<file path="src/rtl/priority_iter_encoder.sv">
// Sequential multi-cluster priority encoder: snapshots valid flags and counts on load,
// then reports up to MXCLUSTERS winners, lowest index first, one per clock.
module priority_iter_encoder #(
    parameter int MXKEYS     = 192,
    parameter int MXKEYBITS  = 8,
    parameter int MXCNTB     = 3,
    parameter int MXCLUSTERS = 8,
    parameter int MXPASSB    = 3
) (
    input  logic                               clock,
    input  logic                               reset,
    input  logic                               load,
    input  logic [MXPASSB-1:0]                 pass_in,
    input  logic [MXKEYS-1:0]                  vpfs_in,
    input  logic [MXKEYS*MXCNTB-1:0]           cnts_in,
    output logic                               vpf,
    output logic [MXKEYBITS-1:0]               adr,
    output logic [MXCNTB-1:0]                  cnt,
    output logic [MXPASSB-1:0]                 pass_out,
    output logic                               busy,
    output logic                               done,
    output logic [$clog2(MXCLUSTERS+1)-1:0]    nfound,
    output logic                               overflow,
    output logic                               drop
);

    localparam int NFB = $clog2(MXCLUSTERS + 1);

    typedef enum logic [1:0] {IDLE, SCAN, DONE} state_t;

    state_t                     state_q;
    logic [MXKEYS-1:0]          mask_q;
    logic [MXKEYS-1:0]          mask_d;
    logic [MXKEYS*MXCNTB-1:0]   cnts_q;
    logic [MXPASSB-1:0]         pass_q;
    logic [NFB-1:0]             found_q;
    logic                       vpf_q;
    logic [MXKEYBITS-1:0]       adr_q;
    logic [MXCNTB-1:0]          cnt_q;
    logic                       done_q;
    logic [NFB-1:0]             nfound_q;
    logic                       overflow_q;
    logic                       drop_q;

    logic                       winFound;
    logic [MXKEYBITS-1:0]       winIdx;
    logic [MXCNTB-1:0]          winCnt;

    // Walking down from the top leaves the lowest set index as the final assignment.
    always_comb begin
        winIdx = '0;
        winCnt = '0;
        for (int i = MXKEYS - 1; i >= 0; i--) begin
            if (mask_q[i]) begin
                winIdx = MXKEYBITS'(i);
                winCnt = cnts_q[i*MXCNTB +: MXCNTB];
            end
        end
    end

    assign winFound = |mask_q;
    assign mask_d   = mask_q & (mask_q - MXKEYS'(1));

    always_ff @(posedge clock) begin
        if (reset) begin
            state_q    <= IDLE;
            mask_q     <= '0;
            cnts_q     <= '0;
            pass_q     <= '0;
            found_q    <= '0;
            vpf_q      <= 1'b0;
            adr_q      <= '1;
            cnt_q      <= '0;
            done_q     <= 1'b0;
            nfound_q   <= '0;
            overflow_q <= 1'b0;
            drop_q     <= 1'b0;
        end else begin
            vpf_q      <= 1'b0;
            adr_q      <= '1;
            cnt_q      <= '0;
            done_q     <= 1'b0;
            nfound_q   <= '0;
            overflow_q <= 1'b0;
            drop_q     <= 1'b0;
            case (state_q)
                IDLE, DONE: begin
                    if (load) begin
                        state_q <= SCAN;
                        mask_q  <= vpfs_in;
                        cnts_q  <= cnts_in;
                        pass_q  <= pass_in;
                        found_q <= '0;
                    end else begin
                        state_q <= IDLE;
                    end
                end
                SCAN: begin
                    drop_q <= load;
                    // After the capping winner the mask already excludes it, so any bit left is an overflow.
                    if (!winFound || found_q == NFB'(MXCLUSTERS)) begin
                        state_q    <= DONE;
                        done_q     <= 1'b1;
                        nfound_q   <= found_q;
                        overflow_q <= winFound;
                    end else begin
                        vpf_q   <= 1'b1;
                        adr_q   <= winIdx;
                        cnt_q   <= winCnt;
                        mask_q  <= mask_d;
                        found_q <= found_q + NFB'(1);
                    end
                end
                default: state_q <= IDLE;
            endcase
        end
    end

    assign vpf      = vpf_q;
    assign adr      = adr_q;
    assign cnt      = cnt_q;
    assign pass_out = pass_q;
    assign busy     = (state_q == SCAN);
    assign done     = done_q;
    assign nfound   = nfound_q;
    assign overflow = overflow_q;
    assign drop     = drop_q;

endmodule
</file>
<file path="config.mk">
export PLATFORM = sky130hd
export DESIGN_NAME = priority_iter_encoder
export DESIGN_NICKNAME = d
export VERILOG_FILES = /design/src/rtl/priority_iter_encoder.sv
export SDC_FILE = /design/constraint.sdc
export NUM_CORES = 2
export LEC_CHECK = 0
export CORE_AREA = 5 5 311 313
export CTS_BUF_LIST = sky130_fd_sc_hd__clkbuf_4
export CTS_CLUSTER_DIAMETER = 60
export DETAILED_ROUTE_END_ITERATION = 8
export DIE_AREA = 0 0 316 318
export PLACE_DENSITY = 0.68
export REMOVE_ABC_BUFFERS = 1
export SLEW_MARGIN = 10
export SYNTH_ARGS = -nofsm -noshare
export SYNTH_HDL_FRONTEND = slang
export SYNTH_SLANG_ARGS = --single-unit
</file>
<file path="constraint.sdc">
create_clock -name clock -period 3.6 [get_ports clock]
set_clock_uncertainty 0.05 [all_clocks]
set_input_delay 0.72 -clock clock [delete_from_list [all_inputs] [get_ports clock]]
set_output_delay 0.72 -clock clock [all_outputs]
set_load 0.1 [all_outputs]
</file>
==> impl_metrics.json <==
{
  "status": "complete, no violations",
  "cts_sinks": 796,
  "clock_power_share": 0.331,
  "crit_start": "mask_q[73]",
  "slowest_stage": "dfxtp_1",
  "synth-seq-cells": 796,
  "clkLatencyLatePin_ns": 1.16,
  "relSlewSlack": 0.190,
  "area_growth_pct": 39.2,
  "cpMostUsedCell": "a211oi_1",
  "ys_seq_area_frac": 0.404,
  "nFillCells": 8981,
  "path_cells": "nor2b_1, a221o_1, a211oi_1, nand3_1, a221oi_1, buf_4, a211oi_1, a211oi_2, o21ai_0",
  "drc": 0,
  "antenna_found_initial": 55,
  "final_cell_mix": "1481 x nand2_1, 980 x a21oi_1, 796 x dfxtp_1",
  "syn_area_sq_um": 39500,
  "cp.arrival_ns": 4.46,
  "pwr-share-comb": 0.270,
  "reg2reg_from": "mask_q[73]",
  "fmax_mhz": 282,
  "critPathKind": "flop to flop",
  "holdCritStartpoint": "cnts_in[87]",
  "end_kind": "flop",
  "start_util": 0.420,
  "routed_wl_microns": 199000,
  "final_common_cell": "nand2_1",
  "rsz0062_at_grt": "no",
  "die_y_microns": 318,
  "worst-endpoint-required_ns": 4.52,
  "worst-path-max-fanout": 10,
  "pin_count": 797,
  "seq_power_share": 0.399,
  "holdCritPathClass": "primary input to flop",
  "synth_cell_types": 87,
  "min_period_ns": 3.54,
  "grt_pass1_wl_microns": 289000,
  "async_flop_share": 0,
  "layout-drive-gt1-share": 0.116,
  "clk_pin_slew_ns": 0.07,
  "synth_area_leader_cell": "dfxtp_1",
  "setup_viol_count_final": 0,
  "swShare": 0.345,
  "cp-start-kind": "flop",
  "p_int_w": 0.0162,
  "ctsLongestPathBuffers": 3,
  "rows": 113,
  "dieArea_sq_um": 100000,
  "synth.top_cell.area_share": 0.404,
  "p_leak_nw": 20.6,
  "vias_per_cell": 5.88,
  "drv_slew": 0,
  "drtIter0Drc": 5627,
  "route.vias.total": 47800,
  "cts_tree": "built",
  "io_buffers": 796,
  "synth.avg_cell_area_sq_um": 7.11,
  "slowest_delay_ns": 0.65,
  "finalInstanceArea_sq_um": 54900,
  "finalPower_w": 0.0247,
  "hpwl_microns": 152000,
  "yosysWarnings": 0,
  "power-per-cell-area_nw_per_um2": 450,
  "syn-instance-count": 5550,
  "post-cts-setup-buffers": 0,
  "place_area_sq_um": 50100,
  "antenna_left": 0,
  "net-switching-power_w": 0.00853,
  "wire_per_inst_microns": 24.5,
  "root_buffer": "clkbuf_4",
  "core_area_sq_um": 94000,
  "maxCapViolations": 0,
  "finalHoldViolCount": 0,
  "nets": 7424,
  "worst_pin_slew_ns": 1.22,
  "gp_congestion": 0.994,
  "fp.dieW_microns": 316,
  "peakVddDrop_v": 0.000321,
  "grt_max_degree": 187,
  "grt_pass1_vias": 45800,
  "cts_made_buffers": 219,
  "synth_edf_count": 0,
  "yosys-top-cells-area": "dfxtp_1 40%, nand2_1 14%, a21oi_1 12%, clkbuf_1 4.0%, o21ai_0 3.3%",
  "synth_ff_type": "dfxtp_1",
  "grt_util_all_layers": 0.374,
  "overflow": 0,
  "htree_levels": 4,
  "first_pass_iters": 7,
  "period_share": 0.985
}
sequential cells by signal, summed over array words and instances, names as in the netlist:
signal	count
cnts_q	576
done	1
overflow	1
cnt	3
pass_out	3
vpf	1
drop	1
nfound	4
mask_q	192
found_q	4
adr	8
state_q	2
through the flow:
stage | hold slack (ns) | TNS, ns | cells | utilization | setup WS, ns
6_report | 0.0616 | 0 | 8130 | 0.584 | 0.0553
5_1_grt | 0.0189 | 0 | 8108 | 0.584 | 0.00637
4_1_cts | 0.000362 | 0 | 8078 | 0.582 | 0.0105
3_5_place_dp | 0.393 | -0.315 | 7504 | 0.533 | -0.191
3_3_place_gp | 0.387 | -0.654 | 7504 | 0.533 | -0.279
2_1_floorplan | 0.375 | - | 5102 | - | -33.80
worst max-delay path: cells and delay by family (launching register included):
kind	cells	cell delay, ns
AND/OR/NAND/NOR	2	0.44
flip-flops	1	0.65
buffers and inverters	1	0.19
AO/OA/AOI/OAI	6	2.02
final timing paths:
check,end,slack [ns],cells past startpoint
hold reg to reg,cnts_q[316],0.40,2
setup / recovery,cnt[1],0.06,9
hold / removal,cnts_q[87],0.06,3
setup reg to reg,cnt[1],0.06,9
kinds of logic after synthesis:
logic type               synth area share
AO/OA/AOI/OAI                       0.270
XOR/XNOR                         0.000444
adder cells (fa/ha/maj)          0.000634
buffers and inverters              0.0552
flip-flops                          0.404
AND/OR/NAND/NOR                     0.270
what timing repair did:
item	CTS	global route
cloned	0	0
setup endpoints to repair	5	16
hold buffers	188	0
resized for setup	5	13
pin swaps	0	3
hold endpoints to repair	217	0
power groups by stage:
stage / clock network [W] / logic [W] / registers (W)
2_1_floorplan: 0 / 0.00354 / 0.0101
3_3_place_gp: 0 / 0.00627 / 0.0100
3_5_place_dp: 0 / 0.00627 / 0.0100
4_1_cts: 0.00832 / 0.00648 / 0.00984
5_1_grt: 0.00880 / 0.00704 / 0.00991
6_report: 0.00819 / 0.00668 / 0.00986
layer usage:
layer / routed length, microns / GRT usage
met1: 77000 / 0.465
met2: 90800 / 0.592
met3: 20300 / 0.103
met4: 10700 / 0.195
met5: 132 / 0
final cells by class:
type                    count  area, sq um  area share
clock inverters            56          240     0.00437
flip-flops and latches    796        15900       0.290
repair buffers           1325        12600       0.230
clock buffers             330         2480      0.0451
well taps                1265         1580      0.0288
diodes                     52          130     0.00237
multi-input cells        4184        21500       0.391
inverters                 122          458     0.00834
synth_stat cells (52+ instances only):
| master | instances |
|---|---|
| nor3_1 | 102 |
| nor2_1 | 301 |
| nand2_1 | 1481 |
| dfxtp_1 | 796 |
| a221oi_1 | 60 |
| clkbuf_1 | 424 |
| a221o_1 | 52 |
| nor2b_1 | 75 |
| nor4_1 | 106 |
| o21ai_0 | 257 |
| inv_1 | 121 |
| a21oi_1 | 982 |
Note: power is estimated with default switching activity, not from simulation.
